$ cat src/rtl/rv_ctrl_pkg.sv
// Shared definitions for the RV32I multi-cycle control path: sequencer states,
// base opcodes, ALUControl encodings, fault codes and a branch helper.
package rv_ctrl_pkg;

  // Sequencer states; ST_TRAP is terminal until reset.
  typedef enum logic [3:0] {
    ST_FETCH    = 4'd0,
    ST_DECODE   = 4'd1,
    ST_EXEC_R   = 4'd2,
    ST_EXEC_I   = 4'd3,
    ST_WB_ALU   = 4'd4,
    ST_MEM_ADDR = 4'd5,
    ST_MEM_RD   = 4'd6,
    ST_WB_MEM   = 4'd7,
    ST_MEM_WR   = 4'd8,
    ST_BRANCH   = 4'd9,
    ST_JAL      = 4'd10,
    ST_TRAP     = 4'd11
  } state_e;

  // Base opcodes handled by the sequencer.
  localparam logic [6:0] OP_R   = 7'b0110011;
  localparam logic [6:0] OP_I   = 7'b0010011;
  localparam logic [6:0] OP_LW  = 7'b0000011;
  localparam logic [6:0] OP_SW  = 7'b0100011;
  localparam logic [6:0] OP_BR  = 7'b1100011;
  localparam logic [6:0] OP_JAL = 7'b1101111;

  // ALUControl encodings understood by the shared ALU.
  localparam logic [3:0] ALU_AND = 4'b0000;
  localparam logic [3:0] ALU_OR  = 4'b0001;
  localparam logic [3:0] ALU_ADD = 4'b0010;
  localparam logic [3:0] ALU_XOR = 4'b0011;
  localparam logic [3:0] ALU_SLL = 4'b0100;
  localparam logic [3:0] ALU_SRL = 4'b0101;
  localparam logic [3:0] ALU_SUB = 4'b0110;
  localparam logic [3:0] ALU_SLT = 4'b0111;
  localparam logic [3:0] ALU_SRA = 4'b1000;

  // Datapath mux selects.
  localparam logic [1:0] SRC_B_RS2     = 2'b00;
  localparam logic [1:0] SRC_B_FOUR    = 2'b01;
  localparam logic [1:0] SRC_B_IMM     = 2'b10;
  localparam logic [1:0] PC_SRC_ALU    = 2'b00;
  localparam logic [1:0] PC_SRC_ALUOUT = 2'b01;

  // Sticky fault reasons.
  typedef enum logic [1:0] {
    FAULT_NONE    = 2'b00,
    FAULT_ILLEGAL = 2'b01,
    FAULT_TIMEOUT = 2'b10
  } fault_e;

  // What the ALU is being used for in a given state.
  typedef enum logic [1:0] {
    ALU_CLS_ADD = 2'd0,
    ALU_CLS_SUB = 2'd1,
    ALU_CLS_R   = 2'd2,
    ALU_CLS_I   = 2'd3
  } alu_cls_e;

  // BEQ/BNE outcome from the ALU zero flag; other funct3 values never take.
  function automatic logic br_taken(input logic [2:0] funct3, input logic zero);
    return ((funct3 == 3'b000) && zero) || ((funct3 == 3'b001) && !zero);
  endfunction

endpackage

$ cat src/rtl/multicycle_ctrl_fsm_if.sv
// Control/datapath bundle between the multi-cycle sequencer (master) and the
// RV32I datapath plus memory port (slave).
//
// Memory handshake: mem_req is the request valid, mem_ready is the ready.
// A transfer completes on a rising clk edge where mem_req=1 and mem_ready=1.
// While mem_req=1 and mem_ready=0 the master keeps mem_req, mem_we and IorD
// unchanged; mem_ready seen while mem_req=0 has no effect.
interface multicycle_ctrl_fsm_if #(
  parameter int ALU_CTRL_W = 4,
  parameter int RET_CNT_W  = 32
);
  logic [31:0]           instruction;
  logic                  zero_flag;
  logic                  mem_ready;
  logic                  mem_req;
  logic                  mem_we;
  logic                  IorD;
  logic                  ir_write;
  logic                  pc_write;
  logic [1:0]            pc_src;
  logic                  alu_src_a;
  logic [1:0]            alu_src_b;
  logic [ALU_CTRL_W-1:0] ALUControl;
  logic                  RegWrite;
  logic                  MemtoReg;
  logic                  fault;
  logic [1:0]            fault_code;
  logic [RET_CNT_W-1:0]  retired;

  modport master (
    input  instruction, zero_flag, mem_ready,
    output mem_req, mem_we, IorD, ir_write, pc_write, pc_src, alu_src_a,
           alu_src_b, ALUControl, RegWrite, MemtoReg, fault, fault_code, retired
  );

  modport slave (
    output instruction, zero_flag, mem_ready,
    input  mem_req, mem_we, IorD, ir_write, pc_write, pc_src, alu_src_a,
           alu_src_b, ALUControl, RegWrite, MemtoReg, fault, fault_code, retired
  );
endinterface

$ cat src/rtl/multicycle_ctrl_fsm_alu_decoder.sv
// Combinational ALUControl selection from the ALU usage class, funct3 and
// instruction bit 30.
module alu_decoder
  import rv_ctrl_pkg::*;
#(
  parameter int ALU_CTRL_W = 4
) (
  input  alu_cls_e              op_class,
  input  logic [2:0]            funct3,
  input  logic                  bit30,
  output logic [ALU_CTRL_W-1:0] alu_ctrl
);

  logic [3:0] code;

  // Bit 30 selects SUB only for R-type; for shifts right it selects SRA in
  // both R and I forms, elsewhere in I-type it is just an immediate bit.
  // SLTU has no dedicated encoding, so it shares the SLT operation.
  always_comb begin
    code = ALU_ADD;
    case (op_class)
      ALU_CLS_ADD: code = ALU_ADD;
      ALU_CLS_SUB: code = ALU_SUB;
      default: begin
        case (funct3)
          3'b000:  code = ((op_class == ALU_CLS_R) && bit30) ? ALU_SUB : ALU_ADD;
          3'b001:  code = ALU_SLL;
          3'b010:  code = ALU_SLT;
          3'b011:  code = ALU_SLT;
          3'b100:  code = ALU_XOR;
          3'b101:  code = bit30 ? ALU_SRA : ALU_SRL;
          3'b110:  code = ALU_OR;
          default: code = ALU_AND;
        endcase
      end
    endcase
  end

  assign alu_ctrl = ALU_CTRL_W'(code);

endmodule

$ cat src/rtl/multicycle_ctrl_fsm.sv
// Multi-cycle RV32I control sequencer: FETCH/DECODE/EXEC/MEM/WB over one
// shared ALU and memory port, with wait-state timeout, illegal-opcode trap
// and a retired-instruction counter.
module multicycle_ctrl_fsm
  import rv_ctrl_pkg::*;
#(
  parameter int ALU_CTRL_W  = 4,
  parameter int MEM_TIMEOUT = 16,
  parameter int RET_CNT_W   = 32
) (
  input  logic                         clk,
  input  logic                         reset,
  multicycle_ctrl_fsm_if.master        bus,
  output state_e                       state_dbg
);

  localparam int WAIT_W = $clog2(MEM_TIMEOUT + 1);
  localparam logic [WAIT_W-1:0] WAIT_LAST = WAIT_W'(MEM_TIMEOUT - 1);

  state_e                state_q, state_n;
  fault_e                trap_code_n;
  logic                  retire_n;

  logic                  mem_req_q, mem_we_q, iord_q;
  logic                  pc_write_q;
  logic [1:0]            pc_src_q;
  logic                  alu_src_a_q;
  logic [1:0]            alu_src_b_q;
  logic [ALU_CTRL_W-1:0] alu_ctrl_q;
  logic                  reg_write_q, mem_to_reg_q;
  logic                  fault_q;
  fault_e                fault_code_q;
  logic [RET_CNT_W-1:0]  retired_q;
  logic [WAIT_W-1:0]     wait_cnt_q;

  logic [6:0]            opcode;
  logic [2:0]            funct3;
  logic                  mem_done, mem_wait, mem_timeout, br_take;
  alu_cls_e              alu_cls_n;
  logic [ALU_CTRL_W-1:0] alu_ctrl_n;
  logic                  unused_instr_bits;

  assign opcode = bus.instruction[6:0];
  assign funct3 = bus.instruction[14:12];
  assign unused_instr_bits = ^{bus.instruction[31], bus.instruction[29:15],
                               bus.instruction[11:7]};

  // A transfer only exists while our own request is up.
  assign mem_done    = mem_req_q && bus.mem_ready;
  assign mem_wait    = mem_req_q && !bus.mem_ready;
  assign mem_timeout = mem_wait && (wait_cnt_q == WAIT_LAST);
  assign br_take     = br_taken(funct3, bus.zero_flag);

  // Next state, trap reason on entry to TRAP, and retire on final-state exit.
  always_comb begin
    state_n     = state_q;
    trap_code_n = FAULT_NONE;
    retire_n    = 1'b0;
    case (state_q)
      ST_FETCH: begin
        if (mem_done) begin
          state_n = ST_DECODE;
        end else if (mem_timeout) begin
          state_n     = ST_TRAP;
          trap_code_n = FAULT_TIMEOUT;
        end
      end
      ST_DECODE: begin
        case (opcode)
          OP_R:         state_n = ST_EXEC_R;
          OP_I:         state_n = ST_EXEC_I;
          OP_LW, OP_SW: state_n = ST_MEM_ADDR;
          OP_BR:        state_n = ST_BRANCH;
          OP_JAL:       state_n = ST_JAL;
          default: begin
            state_n     = ST_TRAP;
            trap_code_n = FAULT_ILLEGAL;
          end
        endcase
      end
      ST_EXEC_R, ST_EXEC_I: state_n = ST_WB_ALU;
      ST_MEM_ADDR: state_n = bus.instruction[5] ? ST_MEM_WR : ST_MEM_RD;
      ST_MEM_RD: begin
        if (mem_done) begin
          state_n = ST_WB_MEM;
        end else if (mem_timeout) begin
          state_n     = ST_TRAP;
          trap_code_n = FAULT_TIMEOUT;
        end
      end
      ST_MEM_WR: begin
        if (mem_done) begin
          state_n  = ST_FETCH;
          retire_n = 1'b1;
        end else if (mem_timeout) begin
          state_n     = ST_TRAP;
          trap_code_n = FAULT_TIMEOUT;
        end
      end
      ST_WB_ALU, ST_WB_MEM, ST_JAL: begin
        state_n  = ST_FETCH;
        retire_n = 1'b1;
      end
      ST_BRANCH: begin
        if ((funct3 == 3'b000) || (funct3 == 3'b001)) begin
          state_n  = ST_FETCH;
          retire_n = 1'b1;
        end else begin
          state_n     = ST_TRAP;
          trap_code_n = FAULT_ILLEGAL;
        end
      end
      ST_TRAP: state_n = ST_TRAP;
      default: begin
        state_n     = ST_TRAP;
        trap_code_n = FAULT_ILLEGAL;
      end
    endcase
  end

  // ALU usage for the state being entered, so ALUControl can be registered.
  always_comb begin
    alu_cls_n = ALU_CLS_ADD;
    case (state_n)
      ST_EXEC_R: alu_cls_n = ALU_CLS_R;
      ST_EXEC_I: alu_cls_n = ALU_CLS_I;
      ST_BRANCH: alu_cls_n = ALU_CLS_SUB;
      default:   alu_cls_n = ALU_CLS_ADD;
    endcase
  end

  alu_decoder #(
    .ALU_CTRL_W (ALU_CTRL_W)
  ) u_alu_decoder (
    .op_class (alu_cls_n),
    .funct3   (funct3),
    .bit30    (bus.instruction[30]),
    .alu_ctrl (alu_ctrl_n)
  );

  // State register plus Moore outputs registered from the state being entered.
  always_ff @(posedge clk or negedge reset) begin
    if (!reset) begin
      state_q      <= ST_FETCH;
      mem_req_q    <= 1'b0;
      mem_we_q     <= 1'b0;
      iord_q       <= 1'b0;
      pc_write_q   <= 1'b0;
      pc_src_q     <= PC_SRC_ALU;
      alu_src_a_q  <= 1'b0;
      alu_src_b_q  <= SRC_B_RS2;
      alu_ctrl_q   <= '0;
      reg_write_q  <= 1'b0;
      mem_to_reg_q <= 1'b0;
      fault_q      <= 1'b0;
      fault_code_q <= FAULT_NONE;
    end else begin
      state_q      <= state_n;
      mem_req_q    <= 1'b0;
      mem_we_q     <= 1'b0;
      iord_q       <= 1'b0;
      pc_write_q   <= 1'b0;
      pc_src_q     <= PC_SRC_ALU;
      alu_src_a_q  <= 1'b0;
      alu_src_b_q  <= SRC_B_RS2;
      alu_ctrl_q   <= '0;
      reg_write_q  <= 1'b0;
      mem_to_reg_q <= 1'b0;
      case (state_n)
        ST_FETCH: begin
          mem_req_q   <= 1'b1;
          alu_src_b_q <= SRC_B_FOUR;
          alu_ctrl_q  <= alu_ctrl_n;
        end
        ST_DECODE: begin
          alu_src_b_q <= SRC_B_IMM;
          alu_ctrl_q  <= alu_ctrl_n;
        end
        ST_EXEC_R: begin
          alu_src_a_q <= 1'b1;
          alu_ctrl_q  <= alu_ctrl_n;
        end
        ST_EXEC_I, ST_MEM_ADDR: begin
          alu_src_a_q <= 1'b1;
          alu_src_b_q <= SRC_B_IMM;
          alu_ctrl_q  <= alu_ctrl_n;
        end
        ST_WB_ALU: reg_write_q <= 1'b1;
        ST_MEM_RD: begin
          mem_req_q <= 1'b1;
          iord_q    <= 1'b1;
        end
        ST_WB_MEM: begin
          reg_write_q  <= 1'b1;
          mem_to_reg_q <= 1'b1;
        end
        ST_MEM_WR: begin
          mem_req_q <= 1'b1;
          iord_q    <= 1'b1;
          mem_we_q  <= 1'b1;
        end
        ST_BRANCH: begin
          alu_src_a_q <= 1'b1;
          pc_src_q    <= PC_SRC_ALUOUT;
          alu_ctrl_q  <= alu_ctrl_n;
        end
        ST_JAL: begin
          pc_write_q  <= 1'b1;
          pc_src_q    <= PC_SRC_ALUOUT;
          reg_write_q <= 1'b1;
        end
        default: ;
      endcase
      if ((state_n == ST_TRAP) && (state_q != ST_TRAP)) begin
        fault_q      <= 1'b1;
        fault_code_q <= trap_code_n;
      end
    end
  end

  // Wait-state counter (cleared whenever no request is stalled) and
  // retired-instruction counter (wraps naturally).
  always_ff @(posedge clk or negedge reset) begin
    if (!reset) begin
      wait_cnt_q <= '0;
      retired_q  <= '0;
    end else begin
      if (mem_wait) wait_cnt_q <= wait_cnt_q + 1'b1;
      else          wait_cnt_q <= '0;
      if (retire_n) retired_q <= retired_q + 1'b1;
    end
  end

  // IR latch and PC update must coincide with the completing memory beat and
  // with the branch compare result, so these strobes are qualified by the
  // current mem_ready/zero_flag on top of registered state.
  assign bus.ir_write = (state_q == ST_FETCH) && mem_done;
  assign bus.pc_write = ((state_q == ST_FETCH) && mem_done) ||
                        ((state_q == ST_BRANCH) && br_take) ||
                        pc_write_q;

  assign bus.mem_req    = mem_req_q;
  assign bus.mem_we     = mem_we_q;
  assign bus.IorD       = iord_q;
  assign bus.pc_src     = pc_src_q;
  assign bus.alu_src_a  = alu_src_a_q;
  assign bus.alu_src_b  = alu_src_b_q;
  assign bus.ALUControl = alu_ctrl_q;
  assign bus.RegWrite   = reg_write_q;
  assign bus.MemtoReg   = mem_to_reg_q;
  assign bus.fault      = fault_q;
  assign bus.fault_code = fault_code_q;
  assign bus.retired    = retired_q;
  assign state_dbg      = state_q;

endmodule

$ cat src/flat_wrapper.sv
// flat-port wrapper written by rule: the top's interface ports become plain ports
module multicycle_ctrl_fsm_flat import rv_ctrl_pkg::*;
#(
  parameter int ALU_CTRL_W  = 4,
  parameter int MEM_TIMEOUT = 16,
  parameter int RET_CNT_W   = 32
)
  (clk, reset, state_dbg, bus_instruction, bus_zero_flag, bus_mem_ready, bus_mem_req, bus_mem_we, bus_IorD, bus_ir_write, bus_pc_write, bus_pc_src, bus_alu_src_a, bus_alu_src_b, bus_ALUControl, bus_RegWrite, bus_MemtoReg, bus_fault, bus_fault_code, bus_retired);
  multicycle_ctrl_fsm_if #(.ALU_CTRL_W(ALU_CTRL_W), .RET_CNT_W(RET_CNT_W)) bus_i ();
  input  logic clk;
  input  logic reset;
  output state_e state_dbg;
  input wire logic [$bits(bus_i.instruction)-1:0] bus_instruction;
  input wire logic [$bits(bus_i.zero_flag)-1:0] bus_zero_flag;
  input wire logic [$bits(bus_i.mem_ready)-1:0] bus_mem_ready;
  output wire logic [$bits(bus_i.mem_req)-1:0] bus_mem_req;
  output wire logic [$bits(bus_i.mem_we)-1:0] bus_mem_we;
  output wire logic [$bits(bus_i.IorD)-1:0] bus_IorD;
  output wire logic [$bits(bus_i.ir_write)-1:0] bus_ir_write;
  output wire logic [$bits(bus_i.pc_write)-1:0] bus_pc_write;
  output wire logic [$bits(bus_i.pc_src)-1:0] bus_pc_src;
  output wire logic [$bits(bus_i.alu_src_a)-1:0] bus_alu_src_a;
  output wire logic [$bits(bus_i.alu_src_b)-1:0] bus_alu_src_b;
  output wire logic [$bits(bus_i.ALUControl)-1:0] bus_ALUControl;
  output wire logic [$bits(bus_i.RegWrite)-1:0] bus_RegWrite;
  output wire logic [$bits(bus_i.MemtoReg)-1:0] bus_MemtoReg;
  output wire logic [$bits(bus_i.fault)-1:0] bus_fault;
  output wire logic [$bits(bus_i.fault_code)-1:0] bus_fault_code;
  output wire logic [$bits(bus_i.retired)-1:0] bus_retired;
  assign bus_i.instruction = bus_instruction;
  assign bus_i.zero_flag = bus_zero_flag;
  assign bus_i.mem_ready = bus_mem_ready;
  assign bus_mem_req = bus_i.mem_req;
  assign bus_mem_we = bus_i.mem_we;
  assign bus_IorD = bus_i.IorD;
  assign bus_ir_write = bus_i.ir_write;
  assign bus_pc_write = bus_i.pc_write;
  assign bus_pc_src = bus_i.pc_src;
  assign bus_alu_src_a = bus_i.alu_src_a;
  assign bus_alu_src_b = bus_i.alu_src_b;
  assign bus_ALUControl = bus_i.ALUControl;
  assign bus_RegWrite = bus_i.RegWrite;
  assign bus_MemtoReg = bus_i.MemtoReg;
  assign bus_fault = bus_i.fault;
  assign bus_fault_code = bus_i.fault_code;
  assign bus_retired = bus_i.retired;
  multicycle_ctrl_fsm #(.ALU_CTRL_W(ALU_CTRL_W), .MEM_TIMEOUT(MEM_TIMEOUT), .RET_CNT_W(RET_CNT_W)) u_core (.clk(clk), .reset(reset), .bus(bus_i), .state_dbg(state_dbg));
endmodule
$ cat config.mk
export PLATFORM = sky130hd
export DESIGN_NAME = multicycle_ctrl_fsm_flat
export DESIGN_NICKNAME = d
export VERILOG_FILES = /design/src/rtl/rv_ctrl_pkg.sv /design/src/rtl/multicycle_ctrl_fsm_if.sv /design/src/rtl/multicycle_ctrl_fsm_alu_decoder.sv /design/src/rtl/multicycle_ctrl_fsm.sv /design/src/flat_wrapper.sv
export SDC_FILE = /design/constraint.sdc
export NUM_CORES = 1
export LEC_CHECK = 0
export ABC_AREA = 0
export CORE_MARGIN = 2
export CORE_UTILIZATION = 50
export CTS_CLUSTER_SIZE = 8
export DETAILED_ROUTE_END_ITERATION = 16
export GPL_ROUTABILITY_DRIVEN = 0
export PLACE_DENSITY = 0.94
export SLEW_MARGIN = 25
export SYNTH_ARGS = -nofsm -noshare
export SYNTH_HDL_FRONTEND = slang
export SYNTH_SLANG_ARGS = --single-unit
export TNS_END_PERCENT = 50
$ cat constraint.sdc
create_clock -name clk -period 3.5 [get_ports clk]
set_input_delay 0.35 -clock clk [delete_from_list [all_inputs] [get_ports clk]]
set_output_delay 0.35 -clock clk [all_outputs]
set_load 0.02 [all_outputs]
==> results.py, run 1 <==
metrics = {
    "place": {
        "numPortBuffers": 68,
        "dp_hpwl_um": 4660,
        "dpl_worst_slack_ns": 0.336,
    },
    "drt": {
        "drcViolationCount": 0,
        "drtPass1Iterations": 4,
        "wirelength_um": 6490,
        "drt-initial-drc-count": 139,
        "vias_per_cell": 5.62,
        "wire_per_inst_um": 15.3,
        "vias": 2376,
        "ant_nets": 0,
    },
    "layout": {
        "post_route_cells_drive_above_1_share_pct": 10.8,
        "nets": 386,
        "syn_to_final_growth_pct": 35.0,
        "n_antenna_cell": 0,
        "fillers": 395,
        "finish.utilization_pct": 69.6,
    },
    "run_status": {
        "status": "complete, no violations",
    },
    "synthesis": {
        "synthCells": 271,
        "synth_nets": 310,
        "synth_compound_area_share_pct": 8.11,
        "synth_top_family_by_area": "simple AND/OR/NAND/NOR gates",
        "synth_xor_area_share_pct": 10.8,
        "netlist.top_cell.by_area": "dfrtp_1",
        "yosys-top-cells-area": "dfrtp_1, xnor2_1, xor2_1, nand3_1, nor2_1",
        "synthFlopType": "dfrtp_1",
        "yosysMostFrequentCell": "dfrtp_1",
        "synth_cell_types": 56,
        "yosysTopAreaCellShare_pct": 51.1,
        "synth_mux_area_share_pct": 0.750,
        "syn_avg_cell_area_um2": 10.5,
        "synth-async-reset-ratio_pct": 100,
        "yosysSeqAreaShare_pct": 51.1,
        "synth-simple-area-share_pct": 24.1,
        "synth_area_um2": 2840,
        "synth-edff-count": 0,
        "synth_commonest_cells": "dfrtp_1, nor2_1, nand3_1, xnor2_1",
        "yosys_warnings": 0,
        "synth-seq-cells": 58,
        "synth_fa_ha_area_share_pct": 1.32,
    },
    "sta": {
        "max_freq_mhz": 292,
        "fin_crit_ns": 3.42,
        "drv_slew": 0,
        "setup_viol": 0,
        "period_share_pct": 97.8,
        "max_slew_margin_pct": 56.6,
        "setup_tns_ns": 0,
        "grt_setup_unrepaired": "false",
        "hold_viol": 0,
        "tightest_slew_ns": 0.648,
        "holdWs_ns": 0.0191,
        "worst_slack_ns": 0.0787,
        "finClkSkew_ns": 0.00876,
    },
    "global_route": {
        "grt_pass1_wl_um": 10400,
        "grt-ovfl-total": 0,
        "grt_usage_pct": 21.5,
        "gr-max-usage-layer": "met2",
        "grt_util_met1_pct": 24.7,
        "met2_usage_pct": 36.5,
        "grt_use_met3_pct": 4.43,
        "antenna_found_initial": 0,
        "grt_max_degree": 50,
        "first_global_vias": 2359,
    },
    "die": {
        "initial_core_util_pct": 51.5,
        "rows": 27,
        "die_area_um2": 6290,
        "die_h_um": 79.3,
        "die_x_um": 79.3,
        "ioPinCount": 91,
        "core_region_area_um2": 5510,
    },
    "clock_tree": {
        "clock-sinks": 58,
        "tritoncts": "built",
        "root_buffer": "clkbuf_8",
        "clk_path_buf_depth": 2,
        "cts_buffers": 9,
        "cts_resized": 1,
        "clk_latency_ns": 0.34,
        "cts-hold-fix-buffers": 0,
        "cts.clk_slew.worst_paths_ns": 0.06,
        "cts_max_level": 3,
        "cts_setup_buffers": 0,
    },
    "critical_path": {
        "critPathArrivalTime_ns": 3.07,
        "startpoint_type": "register",
        "worstSetupPathType": "reg2out",
        "end_kind": "output port",
        "crit_fanout": 4,
        "r2r_cells": 10,
        "r2r_slack_ns": 0.99,
        "worstPathRequired_ns": 3.15,
    },
    "job": {
        "max_cap_violations": 0,
    },
    "pwr": {
        "power_per_cell_area_nw_per_um2": 366,
        "ir_worst_vdd_v": 0.000298,
        "power_leakage_nw": 1.71,
        "p_total_mw": 1.40,
    },
    "min_path": {
        "hp-class": "in2async",
    },
}
final timing paths:
path | startpoint | end
worst max-delay path | u_core.wait_cnt_q[0]$_DFF_PN0_ | bus_ir_write
worst max register to register | u_core.wait_cnt_q[0]$_DFF_PN0_ | u_core.bus.fault$_DFFE_PN0P_
min in group clk | u_core.bus.fault$_DFFE_PN0P_ | u_core.bus.fault$_DFFE_PN0P_
worst min-delay path | reset | u_core.bus.retired[29]$_DFFE_PN0P_
worst min register to register | u_core.bus.fault$_DFFE_PN0P_ | u_core.bus.fault$_DFFE_PN0P_
max in group asynchronous | reset | u_core.bus.pc_src[0]$_DFF_PN0_
kinds of logic (layout without fill, tap and decap cells):
kind of cell / count (synthesis) / in the layout
fa+ha+maj: 3 / 3
compound gates: 32 / 32
mux: 2 / 2
other cells: 1 / 1
xor+xnor: 35 / 35
simple gates: 117 / 117
flops: 58 / 58
buf+inv: 23 / 103
through the flow:
| stage | cells | cell area, um^2 |
|---|---|---|
| finish | 423 | 3830 |
| global route | 423 | 3830 |
| CTS | 423 | 3830 |
| detailed placement | 408 | 3600 |
| global placement | 408 | 3600 |
| floorplan | 271 | 2840 |
sequential cells by signal (all words and copies together) (netlist names):
signal                 cells
u_core.bus.retired        32
u_core.bus.alu_src_b       2
u_core.bus.mem_req         1
u_core.wait_cnt_q          5
u_core.bus.pc_src          1
u_core.bus.fault           1
u_core.bus.RegWrite        1
u_core.bus.MemtoReg        1
u_core.bus.mem_we          1
u_core.bus.fault_code      2
u_core.bus.IorD            1
u_core.state_dbg           4
u_core.bus.alu_src_a       1
u_core.pc_write_q          1
u_core.bus.ALUControl      4
area by class of cell:
cell class	instances	area, um^2	area share, %
clock buffer	13	159	4.15
clock inverter	2	60.1	1.57
inverter	13	48.8	1.27
multi-input combinational	190	1290	33.6
sequential	58	1450	37.9
tap	72	90.1	2.35
timing repair buffer	75	733	19.1
worst max-delay path, cell delays in order, from the launching register on:
cell and delay (ns):
dfrtp_1 0.41, ha_1 0.24, and3_1 0.15, ha_1 0.22, o21a_1 0.21, o221a_2 0.27
nor4_4 0.24, nand2_1 0.14, nor3_2 0.19, clkdlybuf4s50_1 0.65
metal layers:
| metal | vias to the layer above | part of all wire (%) |
|---|---|---|
| met5 | - | 0 |
| met4 | 0 | 3.0 |
| met3 | 20 | 5.5 |
| met2 | 89 | 50 |
| met1 | 1158 | 41 |
| li1 | 1109 | - |
power by group:
| group | internal, mW | leakage, nW | switching, mW |
|---|---|---|---|
| Combinational | 0.0191 | 0.822 | 0.0249 |
| Clock | 0.436 | 0.110 | 0.251 |
| Sequential | 0.671 | 0.779 | 0 |
placed cells by master (no fill, tap or decap), drive strengths merged, types with 2 or more instances in the layout:
| cell | count |
|---|---|
| nor3 | 9 |
| dfrtp | 58 |
| or2 | 2 |
| xor2 | 15 |
| clkbuf | 13 |
| nor2 | 26 |
| and4 | 2 |
| clkdlybuf4s50 | 66 |
| nand4b | 2 |
| xnor2 | 20 |
| ha | 3 |
| a211oi | 2 |
| or3 | 2 |
| a21oi | 5 |
| or4b | 4 |
| nand3 | 23 |
| o211ai | 2 |
| o21a | 3 |
| bufinv | 2 |
| inv | 13 |
| and3 | 8 |
| and3b | 2 |
| buf | 8 |
| nand2b | 6 |
| nand4 | 6 |
| nand2 | 15 |
| o21ai | 7 |
| nor4 | 4 |
Power figures use the tool's default switching activity.
==> run 2, diff against run 1 <==
- REMOVE_ABC_BUFFERS: not set -> 1
==> run 2 against run 1 <==
Worst hold slack better by 0.11 ns. Setup slack improved by 0.090 ns. Register-to-register slack improved by 0.04 ns. Global-route usage grew 0.44 points. Combinational power shrank 2%. Non-clock buffer count is the same. Largest power group unchanged. Critical path depth stayed put.
==> results.py, run 2 (same netlist as run 1, synthesis figures left out) <==
metrics = {
    "layout": {
        "n_antenna_cell": 0,
        "syn_to_final_growth_pct": 34.9,
        "mostFrequentLayoutCells": "clkdlybuf4s50_1, dfrtp_1, nor2_1",
        "final_common_cell": "clkdlybuf4s50_1",
        "nets": 386,
        "post_route_cells_drive_above_1_share_pct": 11.4,
        "largest_reg_flops": 32,
    },
    "critical_path": {
        "worst_path_max_delay_cell": "clkdlybuf4s50_1",
        "critPathArrivalTime_ns": 2.98,
        "worstPathRequired_ns": 3.15,
        "path_buf_inv": 1,
        "end_kind": "output port",
        "timing.rr.start": "u_core.wait_cnt_q[0]$_DFF_PN0_",
        "slowest_delay_ns": 0.65,
        "reg2reg_to": "u_core.bus.fault$_DFFE_PN0P_",
        "crit_chain": "ha_1 -> and3_1 -> ha_1 -> o21a_1 -> o221a_2 -> nor4_4 -> nand2_1 -> nor3_2 -> clkdlybuf4s50_1",
        "startpoint_type": "register",
        "r2r_slack_ns": 1.03,
        "cp_common_cell": "ha_1",
        "worstSetupPathType": "reg2out",
        "critPathTopFamily": "simple AND/OR/NAND/NOR gates",
        "r2r_cells": 10,
        "crit_fanout": 4,
    },
    "sta": {
        "setup_tns_ns": 0,
        "finClkSkew_ns": 0.00812,
        "hold_viol": 0,
        "fin_crit_ns": 3.33,
        "max_freq_mhz": 300,
        "grt_setup_unrepaired": "false",
        "tightest_slew_ns": 0.862,
        "drv_slew": 0,
        "setup_viol": 0,
        "period_share_pct": 95.2,
        "max_slew_margin_pct": 42.5,
        "worst_slack_ns": 0.169,
    },
    "die": {
        "initial_core_util_pct": 51.5,
        "die_x_um": 79.3,
        "die_area_um2": 6290,
        "core_region_area_um2": 5510,
        "ioPinCount": 91,
        "die_h_um": 79.3,
        "rows": 27,
    },
    "global_route": {
        "antenna_found_initial": 0,
        "grt_pass1_wl_um": 10500,
        "first_global_vias": 2282,
        "grt-ovfl-total": 0,
        "grt_usage_pct": 22.0,
        "grt_max_degree": 41,
    },
    "drt": {
        "ant_nets": 0,
        "drtPass1Iterations": 4,
        "vias_per_cell": 5.51,
        "wirelength_um": 6300,
        "drt-initial-drc-count": 121,
        "drcViolationCount": 0,
        "vias": 2335,
        "wire_per_inst_um": 14.9,
    },
    "run_status": {
        "status": "complete, no violations",
    },
    "clock_tree": {
        "cts_setup_buffers": 0,
        "clk_latency_ns": 0.33,
        "cts_buffers": 9,
        "cts-hold-fix-buffers": 0,
        "clock-sinks": 58,
        "clk_path_buf_depth": 2,
        "cts.clk_slew.worst_paths_ns": 0.06,
        "tritoncts": "built",
        "cts_resized": 0,
        "root_buffer": "clkbuf_8",
        "cts_max_level": 3,
    },
    "pwr": {
        "combPwrFrac_pct": 3.1,
        "power.share.clock_pct": 48.5,
        "power_frac_seq_pct": 48.4,
        "switching_power_uw": 278,
        "ir_worst_vdd_v": 0.000314,
        "power_per_cell_area_nw_per_um2": 362,
        "intPower_mw": 1.11,
        "power_leakage_nw": 1.71,
        "swShare_pct": 20.1,
    },
    "place": {
        "dp_hpwl_um": 4500,
        "dpl_worst_slack_ns": 0.384,
        "numPortBuffers": 68,
    },
    "job": {
        "max_cap_violations": 0,
    },
    "min_path": {
        "hp-class": "in2async",
    },
}
==> run 2: cell count changes in the layout (fill, tap and decap cells not counted), sizes merged <==
cell / previous run / this run
clkinv: 0 / 2
clkinvlp: 0 / 1
clkbuf: 13 / 11
==> run 2: worst max path at each step <==
stage                                              start      endpoint  cells after the start
after floorplan           u_core.wait_cnt_q[0]$_DFF_PN0_  bus_pc_write                      9
after global placement               bus_instruction[13]  bus_pc_write                      8
after detailed placement             bus_instruction[13]  bus_pc_write                      8
after CTS                 u_core.wait_cnt_q[0]$_DFF_PN0_  bus_pc_write                     10
after global routing      u_core.wait_cnt_q[0]$_DFF_PN0_  bus_ir_write                      9
final                     u_core.wait_cnt_q[0]$_DFF_PN0_  bus_ir_write                      9
==> run 2: stage by stage <==
step           util [%]  hold WS [ns]  power [mW]  cells  instance area (um^2)
6_report           69.5         0.133        1.38    424                  3830
5_1_grt            69.5         0.199        1.44    424                  3830
4_1_cts            69.4         0.153        1.40    424                  3820
3_5_place_dp       65.4         0.464       0.727    408                  3600
3_3_place_gp       65.4         0.447       0.725    408                  3600
2_1_floorplan         -        0.0544       0.691    261                  2780
==> run 2: layout make-up <==
class	instances	area (um^2)
inverter	13	48.8
clock inverter	5	77.6
clock buffer	11	141
multi-input combinational	190	1290
fill	398	1680
timing repair buffer	75	731
tap	72	90.1
sequential	58	1450
==> run 2: routing by layer <==
metal	routed length [um]	share of wire (%)	vias up	track usage [%]
met5	0	0	-	0
met4	74	1.2	0	8.62
met3	338	5.4	9	6.25
met2	3390	54	87	38.4
met1	2500	40	1132	25.4
li1	-	-	1107	-
==> run 2: power groups by stage <==
stage,sequential (mW),combinational [mW],clock (mW)
finish,0.670,0.0429,0.671
global route,0.670,0.0491,0.723
CTS,0.670,0.0439,0.690
detailed placement,0.683,0.0441,0
global placement,0.683,0.0423,0
floorplan,0.683,0.00804,0
==> run 3, diff against run 2 <==
- CAP_MARGIN: not set -> 20
==> results of run 3 <==
Same layout as run 2: the final DEF is identical, and so are final timing and power.
==> patch: new RTL, flow settings as in run 2 <==
`RET_CNT_W` is set to 32 in 3 places; all go to 24.
--- a/src/rtl/multicycle_ctrl_fsm_if.sv
+++ b/src/rtl/multicycle_ctrl_fsm_if.sv
@@ -7,7 +7,7 @@
 // unchanged; mem_ready seen while mem_req=0 has no effect.
 interface multicycle_ctrl_fsm_if #(
   parameter int ALU_CTRL_W = 4,
-  parameter int RET_CNT_W  = 32
+  parameter int RET_CNT_W  = 24
 );
   logic [31:0]           instruction;
   logic                  zero_flag;
--- a/src/rtl/multicycle_ctrl_fsm.sv
+++ b/src/rtl/multicycle_ctrl_fsm.sv
@@ -6,7 +6,7 @@
 #(
   parameter int ALU_CTRL_W  = 4,
   parameter int MEM_TIMEOUT = 16,
-  parameter int RET_CNT_W   = 32
+  parameter int RET_CNT_W   = 24
 ) (
   input  logic                         clk,
   input  logic                         reset,
--- a/src/flat_wrapper.sv
+++ b/src/flat_wrapper.sv
@@ -3,7 +3,7 @@
 #(
   parameter int ALU_CTRL_W  = 4,
   parameter int MEM_TIMEOUT = 16,
-  parameter int RET_CNT_W   = 32
+  parameter int RET_CNT_W   = 24
 )
   (clk, reset, state_dbg, bus_instruction, bus_zero_flag, bus_mem_ready, bus_mem_req, bus_mem_we, bus_IorD, bus_ir_write, bus_pc_write, bus_pc_src, bus_alu_src_a, bus_alu_src_b, bus_ALUControl, bus_RegWrite, bus_MemtoReg, bus_fault, bus_fault_code, bus_retired);
   multicycle_ctrl_fsm_if #(.ALU_CTRL_W(ALU_CTRL_W), .RET_CNT_W(RET_CNT_W)) bus_i ();
Interface: changed (resized bus_retired); port bits go from 91 to 83. No check against the original RTL was run, so the function may have changed too.
==> patch against run 2 <==
Utilization is 2.8 points lower. Via count is 8.7% lower. Count of clock-buffer cells in the layout shrank 5. Combinational power rose by 3%. Final area down 12%. Final cell count shrank 9.7%. Synthesized area shrank 7.6%. Sequential power shrank 14%. Power decreased by 30%. Clock power down 48%. Worst setup slack improved by 0.0032 ns. Routed wire length down 8.5%. Sequential cell count shrank 8.
==> patch: results (changes against run 2) <==
[place]
portBuffers=60  ; was 68
post-dp-hpwl_um=4240  ; was 4505 um

[synthesis]
async_flop_share=1.000  ; unchanged
ys_seq_area_frac=0.4771  ; was 0.5115
synth.distinct_cells=62  ; was 56
synth_area_leaders=dfrtp_1 (48%), xor2_1 (6.7%), nor2_1 (3.1%)  ; was dfrtp_1 (51%), xnor2_1 (6.2%), xor2_1 (4.6%)
synthTopCellsByCount=dfrtp_1 (50), nor2_1 (22), xor2_1 (20), nand2_1 (16), nand3_1 (15)  ; was dfrtp_1 (58), nor2_1 (25), nand3_1 (23), xnor2_1 (20)

[worst_setup_path]
cp_max_fo=7  ; was 4
slowest_delay_ns=0.63  ; was 0.65 ns
crit_family=buffers and inverters  ; was simple AND/OR/NAND/NOR gates

[drt]
first_iter_violations=72  ; was 121
finalWirelength_um=5768  ; was 6301 um
dr.pass1.iters=4  ; unchanged
via_per_inst=5.564  ; was 5.507

[sta]
tightest_slew_ns=0.6164  ; was 0.8623 ns
skew_ns=0.01670  ; was 0.008117 ns

[power_and_ir_drop]
ir_drop_mv=0.1931  ; was 0.3140 mV
p_sw_mw=0.2309  ; was 0.2778 mW
leakage_nw=1.561  ; was 1.710 nW

[cts]
numCtsBuffers=5  ; was 9
htreeDepth=2  ; was 3
clk_pin_slew_ns=0.10  ; was 0.06 ns

[status]
status=finished clean  ; unchanged

[global_route]
antenna_found_initial=0  ; unchanged
grt_max_degree=51  ; was 41
first_global_vias=2051  ; was 2282
grt_pass1_wl_um=9321  ; was 10530 um
grt_usage=0.1979  ; was 0.2197

[layout]
largest_reg_flops=24  ; was 32
drive_above_1_share=0.1182  ; was 0.1136
nNetsFinal=351  ; was 386

==> patch: stage by stage <==
step	std cells	utilization	worst slack, ns	hold WS [ns]	cell area, sq um
4_1_cts	383	0.6664	0.1036	0.2771	3382
5_1_grt	383	0.6674	0.02072	0.09181	3387
3_5_place_dp	375	0.6487	0.4609	0.4571	3292
3_3_place_gp	375	0.6487	0.4550	0.4437	3292
2_1_floorplan	240	-	0.8986	0.05441	2571
6_report	383	0.6674	0.1719	0.03238	3387
==> patch: timing repair <==
item                                    in CTS  in global routing
endpoints found under the setup margin       0                  1
setup buffers                                0                  0
gates resized for setup                      0                  2
hold endpoints to repair                     0                  0
==> patch: cell families after synthesis <==
family,share of synthesized area
AOI/OAI and AO/OA,0.1031
xor gates and xnor gates,0.08683
adders and majority gates,0.01431
buffers and inverters,0.04055
DFF,0.4771
muxes,0.01193
other,0.001430
and+or+nand+nor,0.2648
==> patch: layout make-up <==
cell class / count / area (sq um)
Inverter: 13 / 55.05
Tap cell: 70 / 87.58
Sequential cell: 50 / 1251
Fill cell: 409 / 1688
Clock inverter: 2 / 17.52
Clock buffer: 6 / 72.57
Multi-Input combinational cell: 177 / 1267
Timing Repair Buffer: 65 / 635.6
==> patch: worst paths after layout <==
check                      slack [ns]                     end  cells after the start            startpoint
setup reg to reg                 1.12  u_core.bus.retired[23]                      6   u_core.state_dbg[2]
setup / recovery                 0.17            bus_pc_write                      9  u_core.wait_cnt_q[0]
min in group clk                 0.47    u_core.wait_cnt_q[0]                      1  u_core.wait_cnt_q[0]
max in group asynchronous        3.04     u_core.state_dbg[2]                      1                 reset
hold / removal                   0.03  u_core.bus.retired[14]                      1                 reset
hold reg to reg                  0.47    u_core.wait_cnt_q[0]                      1  u_core.wait_cnt_q[0]
==> patch: power groups by stage <==
stage          Clock, mW  Combinational, mW  Sequential, mW
2_1_floorplan          0            0.00992           0.589
3_5_place_dp           0             0.0446           0.589
5_1_grt            0.376             0.0491           0.577
6_report           0.351             0.0442           0.577
4_1_cts            0.349             0.0446           0.577
3_3_place_gp           0             0.0429           0.589
==> patch: routing by layer <==
| metal | GRT usage | up-vias | wire, um |
|---|---|---|---|
| li1 | - | 1005 | - |
| met1 | 0.2391 | 1038 | 2411 |
| met2 | 0.3416 | 76 | 2948 |
| met3 | 0.05213 | 12 | 300 |
| met4 | 0.06909 | 0 | 108 |
| met5 | 0 | - | 0 |
